$ cat src/rtl/deltasigma_mc.sv
// Multi-channel delta-sigma DAC modulator: shadowed codes, atomic commit on a shared tick.
// Optional macro DS_ORDER2_EN switches every channel from a first- to a second-order loop.
module deltasigma_mc #(
  parameter int BITS     = 5,
  parameter int CHANNELS = 4,
  parameter int DIV      = 1,
  parameter int CW       = (CHANNELS > 1) ? $clog2(CHANNELS) : 1
) (
  input  logic                clk,
  input  logic                rst_n,
  input  logic                enable,
  input  logic                in_valid,
  output logic                in_ready,
  input  logic [CW-1:0]       in_chan,
  input  logic [BITS-1:0]     in_data,
  input  logic                commit,
  output logic                commit_pending,
  output logic                tick,
  output logic [CHANNELS-1:0] out
);

  localparam int CNTW = (DIV > 1) ? $clog2(DIV) : 1;

  logic [BITS-1:0] shadow_q [CHANNELS];
  logic [BITS-1:0] shadow_d [CHANNELS];
  logic [BITS-1:0] active_q [CHANNELS];
  logic [BITS-1:0] active_d [CHANNELS];
  logic            pend_q, pend_d;
  logic            chan_ok, accept, apply;

  generate
    if (DIV == 1) begin : g_tick_direct
      assign tick = enable;
    end else begin : g_tick_cnt
      logic [CNTW-1:0] cnt_q, cnt_d;

      always_comb begin
        cnt_d = cnt_q;
        if (enable) cnt_d = (cnt_q == CNTW'(DIV - 1)) ? '0 : cnt_q + 1'b1;
      end

      always_ff @(posedge clk or negedge rst_n) begin
        if (!rst_n) cnt_q <= '0;
        else        cnt_q <= cnt_d;
      end

      assign tick = enable && (cnt_q == CNTW'(DIV - 1));
    end

    // Out-of-range channel indices only exist when CHANNELS is not a power of two.
    if (CHANNELS == (1 << CW)) begin : g_chan_full
      assign chan_ok = 1'b1;
    end else begin : g_chan_part
      assign chan_ok = (in_chan < CW'(CHANNELS));
    end
  endgenerate

  assign in_ready       = !pend_q;
  assign commit_pending = pend_q;
  assign accept         = in_valid && !pend_q;
  assign apply          = pend_q && tick;

  always_comb begin
    pend_d = pend_q;
    if (apply)                 pend_d = 1'b0;
    else if (commit && !pend_q) pend_d = 1'b1;
    for (int k = 0; k < CHANNELS; k++) begin
      shadow_d[k] = shadow_q[k];
      active_d[k] = apply ? shadow_q[k] : active_q[k];
    end
    if (accept && chan_ok) shadow_d[in_chan] = in_data;
  end

  always_ff @(posedge clk or negedge rst_n) begin
    if (!rst_n) begin
      pend_q <= 1'b0;
      for (int k = 0; k < CHANNELS; k++) begin
        shadow_q[k] <= '0;
        active_q[k] <= '0;
      end
    end else begin
      pend_q <= pend_d;
      for (int k = 0; k < CHANNELS; k++) begin
        shadow_q[k] <= shadow_d[k];
        active_q[k] <= active_d[k];
      end
    end
  end

  generate
    for (genvar k = 0; k < CHANNELS; k++) begin : g_chan
`ifdef DS_ORDER2_EN
      localparam int W1 = BITS + 3;
      localparam int W2 = BITS + 4;
      localparam logic [W1-1:0] MIN1 = {1'b1, {(W1-1){1'b0}}};
      localparam logic [W1-1:0] MAX1 = {1'b0, {(W1-1){1'b1}}};
      localparam logic [W2-1:0] MIN2 = {1'b1, {(W2-1){1'b0}}};
      localparam logic [W2-1:0] MAX2 = {1'b0, {(W2-1){1'b1}}};

      logic [W1-1:0] i1_q, i1_d;
      logic [W2-1:0] i2_q, i2_d;
      logic          out_q, out_d;
      logic [W1:0]   s1, act_x, fb1_x;
      logic [W2:0]   s2, i1_x, fb2_x;

      // Sums are formed one bit wider so overflow shows as a sign-bit disagreement.
      always_comb begin
        act_x = '0;
        act_x[BITS-1:0] = active_q[k];
        fb1_x = '0;
        fb1_x[BITS] = out_q;
        fb2_x = '0;
        fb2_x[BITS] = out_q;
        i1_x = {{2{i1_q[W1-1]}}, i1_q};
        s1 = {i1_q[W1-1], i1_q} + act_x - fb1_x;
        s2 = {i2_q[W2-1], i2_q} + i1_x - fb2_x;
        i1_d  = i1_q;
        i2_d  = i2_q;
        out_d = out_q;
        if (tick) begin
          if (s1[W1] != s1[W1-1]) i1_d = s1[W1] ? MIN1 : MAX1;
          else                    i1_d = s1[W1-1:0];
          if (s2[W2] != s2[W2-1]) i2_d = s2[W2] ? MIN2 : MAX2;
          else                    i2_d = s2[W2-1:0];
          out_d = !i2_d[W2-1];
        end
      end

      always_ff @(posedge clk or negedge rst_n) begin
        if (!rst_n) begin
          i1_q  <= '0;
          i2_q  <= '0;
          out_q <= 1'b0;
        end else begin
          i1_q  <= i1_d;
          i2_q  <= i2_d;
          out_q <= out_d;
        end
      end

      assign out[k] = out_q;
`else
      // Adding 3*2^BITS modulo 2^(BITS+2) is the -2^BITS feedback.
      localparam logic [BITS+1:0] FB = {2'b11, {BITS{1'b0}}};

      logic [BITS+1:0] acc_q, acc_d;

      always_comb begin
        acc_d = acc_q;
        if (tick) acc_d = acc_q + {2'b00, active_q[k]} + (acc_q[BITS+1] ? FB : '0);
      end

      always_ff @(posedge clk or negedge rst_n) begin
        if (!rst_n) acc_q <= '0;
        else        acc_q <= acc_d;
      end

      assign out[k] = acc_q[BITS+1];
`endif
    end
  endgenerate

endmodule

$ cat config.mk
export PLATFORM = sky130hd
export DESIGN_NAME = deltasigma_mc
export DESIGN_NICKNAME = d
export VERILOG_FILES = /design/src/rtl/deltasigma_mc.sv
export SDC_FILE = /design/constraint.sdc
export NUM_CORES = 1
export LEC_CHECK = 0
export BUFFER_PORTS_ARGS = -buffer_cell sky130_fd_sc_hd__clkbuf_2
export CELL_PAD_IN_SITES_DETAIL_PLACEMENT = 0
export CELL_PAD_IN_SITES_GLOBAL_PLACEMENT = 2
export CORE_UTILIZATION = 46
export DETAILED_ROUTE_END_ITERATION = 6
export HOLD_SLACK_MARGIN = 0.15
export MAX_ROUTING_LAYER = met4
export PLACE_DENSITY = 0.95
export SLEW_MARGIN = 20
export SYNTH_ARGS = -nofsm -noshare
export SYNTH_HDL_FRONTEND = slang
export SYNTH_SLANG_ARGS = --single-unit
$ cat constraint.sdc
create_clock -name clk -period 3.45 [get_ports clk]
set_input_delay 0.345 -clock clk [delete_from_list [all_inputs] [get_ports clk]]
set_output_delay 0.345 -clock clk [all_outputs]
set_load 0.01 [all_outputs]
Word level (Yosys, flattened, before mapping)
Cells that the tools add are included.
Word-level totals
  input port bits: 12
  memories kept: 0
  ROM bits: 0
  RAM bits: 0
  word-level logic and storage cells: 39
  output and inout port bits: 7
  bits in latches: 0
  register bits: 69
Cells by class
  multiplexer cells: 9
  equal/unequal tests: 0
  bitwise gates (word level): 1
  reductions and logical operators: 6
  $mul: 0
  magnitude comparators: 2
  $add $sub $neg: 8
  shift-type cells: 0
  divide/modulo/power cells: 0
Operators with widths (count)
  adder 7 x 5 -> 7 bit: 4
  adder 7 bit: 4
  2-to-1 mux 7 bit: 4
  bitwise mux 20 bit: 1
  demux 5 bit (select 2 bit): 1
  2-to-1 mux 5 bit: 1
  logical AND 1 bit: 4
  >= comparator 3 bit (second input constant): 1
  < comparator 3 x 1 -> 1 bit (second input constant): 1
  NOT 2 -> 3 bit: 1
  2-to-1 mux 1 bit: 2
  nonzero test 2 bit: 1
  zero test 1 bit: 1

Longest topological paths before layout
Gate-level depths: netlist (run 1).
  depth in word-level cells: 6
  gate-level depth with buffers: 7
  gate-level depth less buffers: 7

Worst setup path before layout (run 1)
OpenSTA, ideal clock, no wires.
  kind: reg2reg
  from: register active_q[10] in the netlist's numbering
  to: register g_chan[1].acc_q[4]
  buffers on the path: 0
  clock period less this slack: 1.613 ns
  required time: 3.325 ns
  stages on the path, launching flop included: 8
  setup slack: 1.837 ns
  arrival time: 1.488 ns
  library setup time: 0.125 ns
  path through: dfrtp_1 ha_1 inv_1 fa_1 nor2b_1 o31a_1 a21oi_1 mux2_2
On the way
  word-level cells in the longest chain between the ends: 2
Ends and longest elaborated chain
  from (decl): line 26  | logic [BITS-1:0] active_q [CHANNELS];
  from (signal, indexed assignment): line 85  | active_q[k] <= active_d[k];
  adder 7 x 5 -> 7 bit: line 150  | if (tick) acc_d = acc_q + {2'b00, active_q[k]} + (acc_q[BITS+1] ? FB : '0);
  adder 7 bit: line 150
  to (signal assigned): line 154  | if (!rst_n) acc_q <= '0;
  to (signal assigned): line 155  | else acc_q <= acc_d;
  to (decl): line 146  | logic [BITS+1:0] acc_q, acc_d;
No other way between the ends.
A chain may end at the register's enable or synchronous reset.

Worst setup path in the final report (run 1)
  from: register active_q[0] in the netlist's numbering
  to: register g_chan[3].acc_q[6]
On the way
  word-level cells in the longest chain between the ends: 2
Ends and longest elaborated chain (line)
  adder 7 x 5 -> 7 bit: 150
  adder 7 bit: 150
  to (signal assigned): 154
  to (signal assigned): 155
  to (decl): 146
No other way between the ends.

==> results of run 1 <==
## where the power goes
group          switching, mW  leakage, nW  internal (mW)  total [mW]
combinational          0.789        0.807          0.953        1.74
clock                  0.292        0.101          0.367       0.659
sequential             0.213        0.815           1.18        1.39
## cells by family after synthesis
logic type | count (synthesis) | synth area share
buffers and inverters | 26 | 0.03638
multiplexers | 62 | 0.1999
AND/OR/NAND/NOR | 21 | 0.03855
XOR/XNOR | 12 | 0.03026
flip-flops | 69 | 0.4971
adder cells (fa/ha/maj) | 28 | 0.1095
AO/OA/AOI/OAI | 50 | 0.08826
## state kept, by name, indices dropped and copies added (netlist names)
name and flops:
shadow_q 20, g_chan.acc_q 28, active_q 20, commit_pending 1
## worst reg2reg max path: stages (launching register included)
cell and delay (ps):
sky130_fd_sc_hd__dfrtp_1 380, sky130_fd_sc_hd__ha_1 240, sky130_fd_sc_hd__fa_1 420, sky130_fd_sc_hd__a21oi_1 210, sky130_fd_sc_hd__o21ai_0 140, sky130_fd_sc_hd__o21ai_0 170, sky130_fd_sc_hd__a31oi_1 100
## final cells by class
type / count / share of cell area
sequential: 69 / 0.4481
multi-input combinational: 173 / 0.4205
clock buffer: 11 / 0.03929
timing repair buffer: 21 / 0.03312
tap: 99 / 0.03214
inverter: 15 / 0.01461
clock inverter: 4 / 0.01234
## layer usage
metal / up-vias / GRT usage / wire length (um)
li1: 1000 / - / -
met1: 990 / 0.2168 / 2633
met2: 19 / 0.2587 / 2606
met3: 8 / 0.03324 / 118
met4: 0 / 0.07478 / 95
met5: - / - / 0
## metrics by stage
stage / hold slack (ps) / setup slack (ps) / cell area, sq um / cells / util
floorplan: 49.41 / 1837 / 3473 / 268 / -
global placement: 395.5 / 1709 / 3645 / 376 / 0.4998
detailed placement: 396.1 / 1664 / 3645 / 376 / 0.4998
CTS: 238.1 / 1650 / 3854 / 392 / 0.5285
global route: 285.8 / 1529 / 3854 / 392 / 0.5285
finish: 256.6 / 1662 / 3854 / 392 / 0.5285
## path summary, 6_finish.rpt
check / start / to / slack (ps) / depth (start not counted)
setup reg to reg: active_q[0]$_DFFE_PN0P_ / g_chan[3].acc_q[6]$_DFFE_PN0P_ / 1660 / 6
max in group asynchronous: rst_n / commit_pending$_DFFE_PN0P_ / 2580 / 3
hold reg to reg: shadow_q[0]$_DFFE_PN0P_ / shadow_q[0]$_DFFE_PN0P_ / 500 / 1
hold / removal: commit / commit_pending$_DFFE_PN0P_ / 260 / 3
min in group asynchronous: rst_n / g_chan[2].acc_q[5]$_DFFE_PN0P_ / 550 / 3
setup / recovery: active_q[0]$_DFFE_PN0P_ / g_chan[3].acc_q[6]$_DFFE_PN0P_ / 1660 / 6
## what timing repair did
action	in CTS	in global routing
hold buffers	1	0
hold endpoints to repair	69	0
endpoints found under the setup margin	0	0
## placed cells by master, fill, tap and decap left out, drive strengths merged
cell type,Yosys,layout
nor4b,1,1
mux2,59,59
inv,15,15
o31a,3,3
o21a,3,3
nor2,10,10
a21o,4,4
o31ai,1,1
dlygate4sd3,0,1
a211oi,4,4
xor2,4,4
o21ai,13,13
mux2i,3,3
o211ai,4,4
bufinv,0,1
a21oi,14,14
clkbuf,0,28
nor2b,3,3
clkinv,0,2
dfrtp,69,69
ha,24,24
xnor2,8,8
and4bb,2,2
buf,11,3
nand2,4,4
clkinvlp,0,1
a31oi,4,4
fa,4,4
nand4,1,1
==> key figures, run 1 <==
Outcome
  • Run status: completed

Placed design
  • HPWL Detailed: between 3 and 4 mm
  • Routability congestion estimate from global placement: 0.7318
  • # port buffers: 18

Cells and area
  • Filler Cell Count: around 680
  • Fraction of layout instances using a drive strength above 1: 0.3311
  • Area used by multi-input combinational logic: 1620 sq um
  • Net count, final: 329
  • Area growth from synthesis to layout: 10.95%
  • Sequential standard cell area: about 1700 sq um
  • Number of inserted diodes: 0

Synthesis
  • Main area contributors after synthesis: sky130_fd_sc_hd__dfrtp_1 (50%), sky130_fd_sc_hd__mux2_2 (19%), sky130_fd_sc_hd__ha_1 (8.6%), sky130_fd_sc_hd__fa_1 (2.3%), sky130_fd_sc_hd__a21oi_1 (2.0%)
  • Most used flip-flop cell after synthesis: sky130_fd_sc_hd__dfrtp_1
  • Cell type contributing the most total cell area after synthesis: sky130_fd_sc_hd__dfrtp_1
  • Most numerous cell in the Yosys netlist: sky130_fd_sc_hd__dfrtp_1
  • Synthesis Warnings: 0
  • Part of the Yosys area used for sequential elements: 0.4971
  • #FFs+latches synth: 69
  • Avg Inst Size Synth: around 13 sq um
  • Count of flip-flops with a built-in enable after synthesis: 0
  • Distinct cell type count of the synthesized netlist: 25
  • Syn Std Cell Area: about 3500 sq um
  • Gate count after technology mapping: roughly 270
  • Net count after synthesis: 308
  • Leading cell types by count after synthesis: sky130_fd_sc_hd__dfrtp_1 (69), sky130_fd_sc_hd__mux2_2 (59), sky130_fd_sc_hd__ha_1 (24)
  • Share of the synthesized area in the top cell type: 0.4971
  • Share of flip-flops with an asynchronous set or reset after synthesis: 1.000

Critical path
  • Cell with the biggest individual delay on the critical path: sky130_fd_sc_hd__fa_1
  • Number of buffer and inverter instances along the worst setup path: 0
  • Startpoint type of the worst setup path: flop
  • Cell-by-cell listing of the critical path: ha_1 > fa_1 > a21oi_1 > o21ai_0 > o21ai_0 > a31oi_1
  • Required arrival time at the worst endpoint: about 3700 ps
  • Data arrival, critical path: 1990 ps
  • Worst-path fanout max: 3
  • Top cell by count, worst path: sky130_fd_sc_hd__o21ai_0
  • Crit path kind: flop to flop
  • Capturing element type of the critical path: flop
  • Biggest cell delay along the critical path: about 420 ps
  • Family with the most delay on the worst path: adder cells

Clocking
  • Number of buffers added by the clock tree synthesis step: 9
  • Clock Pin Slew Worst Setup and Hold Paths: around 80 ps
  • Worst-Skew Late Latency: 330 ps
  • Quantity of gates resized following cts: 0
  • Count of clock tree sinks: just under 70
  • H-tree lvl count: 3
  • Root buffer selected by CTS: sky130_fd_sc_hd__clkbuf_8
  • Post-CTS setup-driven buffer insertion count: 0
  • TritonCTS clock tree: yes
  • Worst-case clock buffer depth: 2

Hold path
  • Class of the tightest hold or removal check: primary input to flop

Routing
  • DRT iter0 DRCs: 86
  • Average detailed-routed wire length per instance: roughly 14 um
  • Vias per Instance: just over 5
  • Total number of vias: approximately 2000
  • Detailed-route wire length: about 5.5 mm
  • Number of remaining DRC errors: 0
  • Number of antenna-violating nets in the routed design: 0
  • Number of search-and-repair iterations in the first detailed-routing pass: 4

GRT
  • Overall Global Routing Usage: 0.1681
  • Initial antenna violation count: 0
  • Global route total overflow: 0
  • First-pass GRT wire length: 9.501 mm
  • Pin count of the biggest net entering global routing: 70
  • Vias in the first global route: between 2000 and 2500

Pwr
  • Overall power of the completed layout: between 3 and 4 mW
  • Power per Cell Area: around 1000 nW/um^2
  • VDD IR max: slightly below 0.5 mV
  • Leakage Power: between 1.5 and 2 nW

Floorplan
  • Area of the die: between 7000 and 8000 sq um
  • Die W: ~90 um
  • Ports placed on the boundary: 19
  • Core Box Area: roughly 7300 sq um
  • Die Span Y: around 89 um
  • Floorplan row count: 31
  • Initial standard-cell utilization of the core: 0.4763

STA
  • Final hold viol count: 0
  • Minimum clock period after layout: roughly 1800 ps
  • Portion of the clock cycle consumed by the worst path in the final layout: 0.5183
  • Slew at the pin with the worst max-slew slack: slightly above 800 ps
  • Slew HR: 0.4499
  • Aggregate negative setup slack: 0 ps
  • Setup repair after global routing missed its margin: false
  • Clk_skew: between 9 and 10 ps
  • Number of max-slew violations in the final report: 0
  • Setup-violating endpoint count in the final report: 0
  • Highest achievable clock rate: 559.2 MHz

Flow run
  • Max Cap Viol: 0
Power figures use the tool's default switching activity.
==> run 2, diff against run 1 <==
Settings changed: CORE_UTILIZATION 46 to 43, PLACE_DENSITY 0.95 to 0.9.
Clock period 3.45 ns to 1.8 ns, I/O delays scaled along.
==> run 2 against run 1 <==
Effect of this change:
- first-iteration DRC count is 2.3% lower
- combinational power is 99% higher
- core utilization shrank 1.8 points
- sequential cell count unchanged
- die area rose by 6.8%
- non-clock buffer count is 6 higher
- setup slack lost 1600 ps
- power grew 99%
- clock skew about the same
- sequential share of layout area down 1.3 points
- final cell count grew 2.3%
- critical path depth up 1
- highest routed layer unchanged
==> key figures, run 2 (synthesis results as in run 1) <==
Cells and area
  • Commonest cells after routing, fill and taps aside: sky130_fd_sc_hd__dfrtp_1 (69), sky130_fd_sc_hd__mux2_2 (59), sky130_fd_sc_hd__ha_1 (23)
  • Area growth from synthesis to layout: 14.27%
  • Filler Cell Count: between 600 and 700
  • Fraction of layout instances using a drive strength above 1: 0.3679
  • Sequential standard cell area: around 1700 sq um
  • Net count, final: roughly 340
  • Area used by multi-input combinational logic: 1647 sq um
  • Register with the highest flop count: g_chan.acc_q
  • Flip-flop count of the largest register, all copies and words added: 28
  • Post-route standard cell area excluding fillers: 3969 sq um
  • Number of inserted diodes: 0
  • Core Util, Final: 0.5110
  • Most frequent standard cell in the layout excluding fill and tap cells: sky130_fd_sc_hd__dfrtp_1
  • Top Registers: g_chan.acc_q x28, active_q x20, shadow_q x20

Clocking
  • TritonCTS clock tree: yes
  • Number of buffers added by the clock tree synthesis step: 9
  • Post-CTS setup-driven buffer insertion count: 0
  • Root buffer selected by CTS: sky130_fd_sc_hd__clkbuf_8
  • Worst-case clock buffer depth: 2
  • H-tree lvl count: 3
  • Worst-Skew Late Latency: 340 ps
  • Clock Pin Slew Worst Setup and Hold Paths: 80 ps
  • Count of clock tree sinks: 69

Placed design
  • Routability congestion estimate from global placement: 0.7413
  • # port buffers: 18
  • Placement-stage cell area: 3691 sq um
  • HPWL Detailed: 4.097 mm
  • Worst setup timing slack at the placement stage: roughly 75 ps

Floorplan
  • Ports placed on the boundary: 19
  • Die Span Y: 91.88 um
  • Floorplan row count: 32
  • Core Box Area: 7767 sq um
  • Die W: approximately 92 um
  • Area of the die: 8441 sq um
  • Initial standard-cell utilization of the core: 0.4472

STA
  • Setup repair after global routing missed its margin: false
  • Number of max-slew violations in the final report: 0
  • Clk_skew: roughly 9.7 ps
  • Setup-violating endpoint count in the final report: 0
  • Slew at the pin with the worst max-slew slack: 662.7 ps
  • Highest achievable clock rate: around 600 MHz
  • Worst path setup slack after routing: approximately 110 ps
  • Portion of the clock cycle consumed by the worst path in the final layout: 0.9413
  • Aggregate negative setup slack: 0 ps
  • Minimum clock period after layout: approximately 1700 ps
  • Final hold viol count: 0
  • Slew HR: 0.5582

Routing
  • Number of search-and-repair iterations in the first detailed-routing pass: 5
  • Average detailed-routed wire length per instance: approximately 14 um
  • Number of antenna-violating nets in the routed design: 0
  • Vias per Instance: 5.142
  • Detailed-route wire length: roughly 5.7 mm
  • Total number of vias: 2062
  • Number of remaining DRC errors: 0
  • DRT iter0 DRCs: between 80 and 90

Critical path
  • Worst-path fanout max: 3
  • Data arrival, critical path: about 1900 ps
  • Worst r2r src: active_q[10]$_DFFE_PN0P_
  • Critical path origin: active_q[10]$_DFFE_PN0P_
  • Capturing element type of the critical path: flop
  • Crit path kind: flop to flop
  • Required arrival time at the worst endpoint: 2030 ps
  • Startpoint type of the worst setup path: flop

GRT
  • Overall Global Routing Usage: 0.1601
  • Pin count of the biggest net entering global routing: 38
  • Global route total overflow: 0
  • First-pass GRT wire length: roughly 10 mm
  • Vias in the first global route: ~2100
  • Initial antenna violation count: 0

Pwr
  • Overall power of the completed layout: 7.556 mW
  • Leakage Power: about 1.8 nW
  • VDD IR max: roughly 0.86 mV
  • Power per Cell Area: roughly 1900 nW/um^2

Hold path
  • Class of the tightest hold or removal check: primary input to flop
  • Worst hold start: in_data[3]

Outcome
  • Run status: completed

Flow run
  • Max Cap Viol: 0
run 2: changes by cell type in the layout (fill, tap and decap cells not counted), moves of 2 or more:
cell | before | now
sky130_fd_sc_hd__fa_1 | 4 | 0
sky130_fd_sc_hd__fa_2 | 0 | 4
sky130_fd_sc_hd__buf_4 | 1 | 4
sky130_fd_sc_hd__clkinv_2 | 2 | 0
sky130_fd_sc_hd__dlygate4sd3_1 | 1 | 3
sky130_fd_sc_hd__nor2b_1 | 3 | 1
sky130_fd_sc_hd__nor2b_2 | 0 | 2
run 2: worst max-delay path: stages (launching register included):
cell and delay, ps:
sky130_fd_sc_hd__dfrtp_1 350, sky130_fd_sc_hd__ha_1 180, sky130_fd_sc_hd__inv_1 60, sky130_fd_sc_hd__fa_2 350, sky130_fd_sc_hd__nor2b_1 150, sky130_fd_sc_hd__o31a_1 190
sky130_fd_sc_hd__a21oi_1 50, sky130_fd_sc_hd__mux2_2 260
run 2: what timing repair did:
item	CTS	global route
hold buffers	3	0
gates resized for setup	0	9
setup endpoints to repair	0	6
hold endpoints to repair	28	0
run 2: stage by stage:
step	hold WS (ps)	std cells
4_1_cts	162.4	401
2_1_floorplan	-115.6	268
3_3_place_gp	261.7	383
6_report	167.5	401
3_5_place_dp	259.3	383
5_1_grt	162.9	401
run 2: power by group:
| part | leakage [nW] | total (mW) | internal [mW] | switching, mW |
|---|---|---|---|---|
| registers | 0.815 | 2.68 | 2.26 | 0.417 |
| logic | 0.839 | 3.47 | 1.89 | 1.58 |
| clock network | 0.105 | 1.40 | 0.815 | 0.590 |
run 2: final timing paths:
path                                             endpoint  slack (ps)  cells after the start
min                              shadow_q[18]$_DFFE_PN0P_         170                      2
min reg2reg                       active_q[2]$_DFFE_PN0P_         500                      1
max reg2reg                g_chan[1].acc_q[4]$_DFFE_PN0P_         110                      7
max in group asynchronous        shadow_q[13]$_DFFE_PN0P_         810                      3
max                        g_chan[1].acc_q[4]$_DFFE_PN0P_         110                      7
min in group asynchronous         shadow_q[6]$_DFFE_PN0P_         410                      2
run 2: metal layers:
metal,share of wire,up-vias,track usage
met5,0,-,-
met4,0.017,0,0.07031
met3,0.021,9,0.02985
met2,0.46,21,0.2456
met1,0.50,1013,0.2080
li1,-,1019,-
run 2: cell type report:
| cell class | instances | share of cell area |
|---|---|---|
| Clock buffer | 10 | 0.03468 |
| Multi-Input combinational cell | 173 | 0.4149 |
| Sequential cell | 69 | 0.4351 |
| Inverter | 15 | 0.01419 |
| Timing Repair Buffer | 27 | 0.04792 |
| Clock inverter | 5 | 0.02112 |
| Tap cell | 102 | 0.03216 |
